$ cat src/rtl/rr_sel_pkg.sv
// Shared types and select-code constants for the round-robin select arbiter
// and the downstream case-decoded output mux.
package rr_sel_pkg;

   localparam int NREQ = 4;

   typedef enum logic [1:0] {
      IDLE = 2'b00,
      BUSY = 2'b01,
      GAP  = 2'b10
   } state_e;

   localparam logic [1:0] SEL_ZERO  = 2'd0;
   localparam logic [1:0] SEL_ONE   = 2'd1;
   localparam logic [1:0] SEL_TWO   = 2'd2;
   localparam logic [1:0] SEL_THREE = 2'd3;

   function automatic logic [NREQ-1:0] sel2gnt(input logic [1:0] code);
      sel2gnt = '0;
      sel2gnt[code] = 1'b1;
   endfunction

endpackage

$ cat src/rtl/rr_pick4.sv
// Combinational rotating priority picker: first set request bit searching
// from ptr upwards, modulo 4.
module rr_pick4
   import rr_sel_pkg::*;
(
   input  logic [NREQ-1:0] req,
   input  logic [1:0]      ptr,
   output logic            any,
   output logic [1:0]      idx
);

   logic [NREQ-1:0] rot;
   logic [1:0]      off;

   always_comb begin
      rot = req;
      // Rotate so that requester ptr lands on bit 0, then pick the lowest set bit.
      case (ptr)
         SEL_ZERO:  rot = req;
         SEL_ONE:   rot = {req[0],   req[3:1]};
         SEL_TWO:   rot = {req[1:0], req[3:2]};
         SEL_THREE: rot = {req[2:0], req[3]};
         default:   rot = req;
      endcase

      off = 2'd0;
      casez (rot)
         4'b???1: off = 2'd0;
         4'b??10: off = 2'd1;
         4'b?100: off = 2'd2;
         4'b1000: off = 2'd3;
         default: off = 2'd0;
      endcase

      any = |req;
      idx = ptr + off;
   end

endmodule

$ cat src/rtl/rr_sel_arbiter.sv
// Four-way round-robin arbiter driving the registered 2-bit select code of the
// downstream output mux, with done/withdraw release and a hold-limit timeout.
module rr_sel_arbiter
   import rr_sel_pkg::*;
#(
   parameter int MAX_HOLD = 8
) (
   input  logic            clk,
   input  logic            rst_n,
   input  logic [NREQ-1:0] req,
   input  logic            done,
   output logic [1:0]      sel,
   output logic            sel_vld,
   output logic [NREQ-1:0] gnt,
   output logic            timeout
);

   localparam int HOLD_W = $clog2(MAX_HOLD + 1);
   localparam logic [HOLD_W-1:0] HOLD_MAX = HOLD_W'(MAX_HOLD);

   state_e            state_q, state_d;
   logic [1:0]        sel_q, sel_d;
   logic [1:0]        ptr_q, ptr_d;
   logic              sel_vld_q, sel_vld_d;
   logic [NREQ-1:0]   gnt_q, gnt_d;
   logic [HOLD_W-1:0] hold_cnt_q, hold_cnt_d;
   logic              pick_any;
   logic [1:0]        pick_idx;
   logic              rel;

   rr_pick4 u_pick (
      .req (req),
      .ptr (ptr_q),
      .any (pick_any),
      .idx (pick_idx)
   );

   always_comb begin
      state_d    = state_q;
      sel_d      = sel_q;
      ptr_d      = ptr_q;
      sel_vld_d  = sel_vld_q;
      gnt_d      = gnt_q;
      hold_cnt_d = hold_cnt_q;
      timeout    = 1'b0;
      rel        = 1'b0;

      case (state_q)
         IDLE: begin
            if (pick_any) begin
               sel_d      = pick_idx;
               sel_vld_d  = 1'b1;
               gnt_d      = sel2gnt(pick_idx);
               hold_cnt_d = HOLD_W'(1);
               state_d    = BUSY;
            end
         end
         BUSY: begin
            // timeout is decided in the same cycle as the limit is reached, so
            // it coincides with the last granted cycle; done/withdraw mask it.
            if (done || !req[sel_q]) begin
               rel = 1'b1;
            end else if (hold_cnt_q == HOLD_MAX) begin
               rel     = 1'b1;
               timeout = 1'b1;
            end else begin
               hold_cnt_d = hold_cnt_q + HOLD_W'(1);
            end
         end
         GAP: begin
            state_d = IDLE;
         end
         default: begin
            state_d    = IDLE;
            sel_d      = SEL_ZERO;
            ptr_d      = SEL_ZERO;
            sel_vld_d  = 1'b0;
            gnt_d      = '0;
            hold_cnt_d = '0;
         end
      endcase

      if (rel) begin
         sel_vld_d  = 1'b0;
         gnt_d      = '0;
         hold_cnt_d = '0;
         ptr_d      = sel_q + 2'd1;
         state_d    = GAP;
      end
   end

   // NOTE: state registers use non-blocking assignments so every flop samples
   // the pre-edge values computed above, independent of statement order.
   always_ff @(posedge clk or negedge rst_n) begin
      if (!rst_n) begin
         state_q    <= IDLE;
         sel_q      <= SEL_ZERO;
         ptr_q      <= SEL_ZERO;
         sel_vld_q  <= 1'b0;
         gnt_q      <= '0;
         hold_cnt_q <= '0;
      end else begin
         state_q    <= state_d;
         sel_q      <= sel_d;
         ptr_q      <= ptr_d;
         sel_vld_q  <= sel_vld_d;
         gnt_q      <= gnt_d;
         hold_cnt_q <= hold_cnt_d;
      end
   end

   assign sel     = sel_q;
   assign sel_vld = sel_vld_q;
   assign gnt     = gnt_q;

endmodule

$ cat config.mk
export PLATFORM = sky130hd
export DESIGN_NAME = rr_sel_arbiter
export DESIGN_NICKNAME = d
export VERILOG_FILES = /design/src/rtl/rr_sel_pkg.sv /design/src/rtl/rr_pick4.sv /design/src/rtl/rr_sel_arbiter.sv
export SDC_FILE = /design/constraint.sdc
export NUM_CORES = 1
export LEC_CHECK = 0
export BUFFER_PORTS_ARGS = -buffer_cell sky130_fd_sc_hd__clkbuf_2
export CAP_MARGIN = 20
export CORE_MARGIN = 1
export CORE_UTILIZATION = 35
export CTS_CLUSTER_DIAMETER = 150
export DETAILED_ROUTE_END_ITERATION = 10
export SYNTH_ARGS = -nofsm -noshare
export SYNTH_HDL_FRONTEND = slang
export SYNTH_SLANG_ARGS = --single-unit
$ cat constraint.sdc
create_clock -name clk -period 2.3 [get_ports clk]
set_input_delay 0.115 -clock clk [delete_from_list [all_inputs] [get_ports clk]]
set_output_delay 0.115 -clock clk [all_outputs]
set_load 0.02 [all_outputs]
==> flow_summary_export.csv <==
group,metric,value,unit
route,dr.pass1.iters,5,
timing,whs,0.260,ns
floorplanning,dieArea,3430,um2
status,status,"completed",
worst_setup_path,required,2.52,ns
timing,tns,0,ns
floorplanning,die_w,58.6,um
worst_setup_path,crit_fanout,12,
floorplanning,die_y,58.6,um
yosys,synth_nets,139,
final_layout,nNetsFinal,154,
grt,grt_pass1_vias,872,
timing,hold_viol_final,0,
yosys,synth_seq_cells,15,
route,drt-wirelength-per-cell,12.4,um
pwr,finalPower,1.46,mW
route,postRouteAntennaNets,0,
placement,dp_hpwl,1730,um
clocking,clockBufferDepth,2,
timing,postLayoutSetupSlackWorst,0.297,ns
worst_setup_path,crit_start,"ptr_q[0]",
flow_run,drv_cap,0,
worst_setup_path,crit_path_end,"gnt[0]",
worst_setup_path,crit-reg2reg-launch,"ptr_q[0]",
clocking,cts.sinks,15,
route,routed_wl,2260,um
final_layout,final_util,40.6,%
yosys,netlist_top_cells_area,"dfrtp_1, ha_1, mux2i_1",
yosys,yosys_warnings,0,
worst_setup_path,start_kind,"register",
final_layout,syn_to_final_growth,10.5,%
pwr,p_per_area,1180,nW/um2
placement,port_buffers,14,
yosys,synth_mux_area_share,7.25,%
placement,pre_cts_slack,0.336,ns
timing,slew_headroom,71.1,%
yosys,synth-simple-area-share,19.9,%
timing,fmax,0.499,GHz
worst_setup_path,crit_chain,"o311ai_0 -> o21ai_0 -> nand2_1 -> ha_1 -> nand2b_1 -> nor3_1 -> mux2i_1 -> a21oi_1",
yosys,synth_top_family_by_area,"compound AO/OA/AOI/OAI gates",
clocking,h-tree-depth,1,
timing,worst_slew_pin_slew,0.434,ns
worst_setup_path,critPathCaptureType,"register",
yosys,yosysTopAreaCellShare,33.5,%
worst_setup_path,reg2regPathDepth,8,
worst_setup_path,cpMaxStageDelayCell,"dfrtp_1",
final_layout,antenna_cells,0,
worst_setup_path,path_class,"register to register",
timing,period_minus_slack,2.00,ns
route,drc,0,
timing,drv_slew,0,
worst_setup_path,crit_family,"compound AO/OA/AOI/OAI gates",
yosys,synth-compound-area-share,20.9,%
yosys,syn_inst,125,
final_layout,layout_common_cells,"dfrtp_1, clkbuf_2, nand2_1",
yosys,ys_seq_area_share,33.5,%
floorplanning,core-area,3050,um2
floorplanning,num_rows,20,
clocking,cts_root_buffer,"clkbuf_4",
clocking,clk_latency,0.29,ns
worst_setup_path,slowest_delay,0.51,ns
final_layout,final_common_cell,"dfrtp_1",
route,vias_per_cell,5.09,
route,dr_total_vias,932,
worst_setup_path,rr_endpoint,"gnt[0]",
yosys,synth-xor-area-share,3.13,%
worst_setup_path,cp.arrival,2.22,ns
worst_setup_path,rrSetupSlack,0.30,ns
yosys,syn-cell-area,1120,um2
grt,grt_max_degree,16,
yosys,ys_types,36,
clocking,cts_buffers,3,
worst_setup_path,cp_num_buf_inv,0,
timing,finClkSkew,0.00827,ns
timing,rsz0062_at_grt,"false",
grt,grt_pass1_wl,3910,um
grt,antenna_found_initial,0,
worst_hold_path,hold_path_class,"input port to asynchronous set/reset pin",
floorplanning,initial_core_util,36.7,%
yosys,syn_avg_cell_area,8.97,um2
placement,place.gp.congestion,0.778,
timing,setup_viol,0,
grt,grtUsageTotal,14.8,%
timing,min_period_over_period,87.1,%
route,drtIter0Drc,50,
clocking,cts_tree,"yes",
grt,gr-total-overflow,0,
floorplanning,ios,15,
pwr,vdd_drop_max,0.000413,V
pwr,p_leak,0.553,nW
final_layout,drive_gt1_share,16.5,%
yosys,synth_fa_ha_area_share,7.81,%
worst_setup_path,crit_cells,8,
yosys,yosysTopAreaCell,"dfrtp_1",
clocking,clk_transition_reported_paths,0.09,ns
[synth_stat cells]
cell type,n
a32oi_1,1
nor2_1,10
mux2i_1,7
a21oi_2,1
or2b_1,1
nand2b_1,7
nand2_1,13
a31o_1,1
ha_1,7
and3_1,1
buf_6,3
o22ai_2,1
o21ai_0,4
o22ai_1,3
buf_2,2
nor3_1,6
a32oi_4,1
dfrtp_1,15
o21bai_1,2
o32ai_1,3
a21oi_1,8
o31ai_2,1
a41oi_1,1
nor3b_1,1
a22oi_1,1
o2bb2a_1,1
o311ai_0,1
xor2_1,2
nor4b_1,1
inv_1,9
nor4_1,1
xnor2_1,2
mux2_2,1
buf_4,1
or2_1,1
nand3_1,4
[stage by stage]
step           cell area [um2]  std cells
6_report                  1240        183
5_1_grt                   1240        183
4_1_cts                   1240        183
3_5_place_dp              1200        178
3_3_place_gp              1200        178
2_1_floorplan             1120        125
[cell type report]
cell class	instances	area, um2
sequential	15	375
multi-input combinational	95	661
clock buffer	4	26.3
tap	44	55.1
timing repair buffer	16	87.6
fill	318	1810
inverter	9	33.8
[worst min-delay path by stage]
stage	from	end	slack, ns	cells past startpoint
6_report	rst_n	gnt[0]	0.26	2
5_1_grt	rst_n	ptr_q[0]	0.31	2
4_1_cts	rst_n	gnt[3]	0.28	2
3_5_place_dp	rst_n	gnt[3]	0.06	1
3_3_place_gp	rst_n	gnt[3]	0.05	1
2_1_floorplan	rst_n	gnt[0]	-0.18	0
[registers in the layout, indices dropped and copies added (netlist names)]
name	flops
hold_cnt_q	4
ptr_q	2
gnt	4
state_q	2
sel_vld	1
sel	2
[cell families after synthesis]
family	count (synthesis)
adder cells (fa/ha/maj)	7
XOR/XNOR	4
AO/OA/AOI/OAI	30
multiplexers	8
flip-flops	15
buffers and inverters	15
AND/OR/NAND/NOR	46
[metal layers]
layer	global-route usage [%]	share of wire [%]
met2	22.8	47
met4	5.10	0.97
met5	0	0
met1	21.2	49
met3	1.98	3.4
[report_power, final]
group,internal [mW],switching (mW)
logic,0.341,0.500
registers,0.354,0.106
clock network,0.0674,0.0868
total,0.763,0.692
[timing repair]
| item | 4_1_cts | 5_1_grt |
|---|---|---|
| endpoints found under the hold margin | 15 | 0 |
| hold buffers | 1 | 0 |
| buffers inserted | 0 | 0 |
| resized for setup | 0 | 0 |
Note: power is estimated with default switching activity, not from simulation.
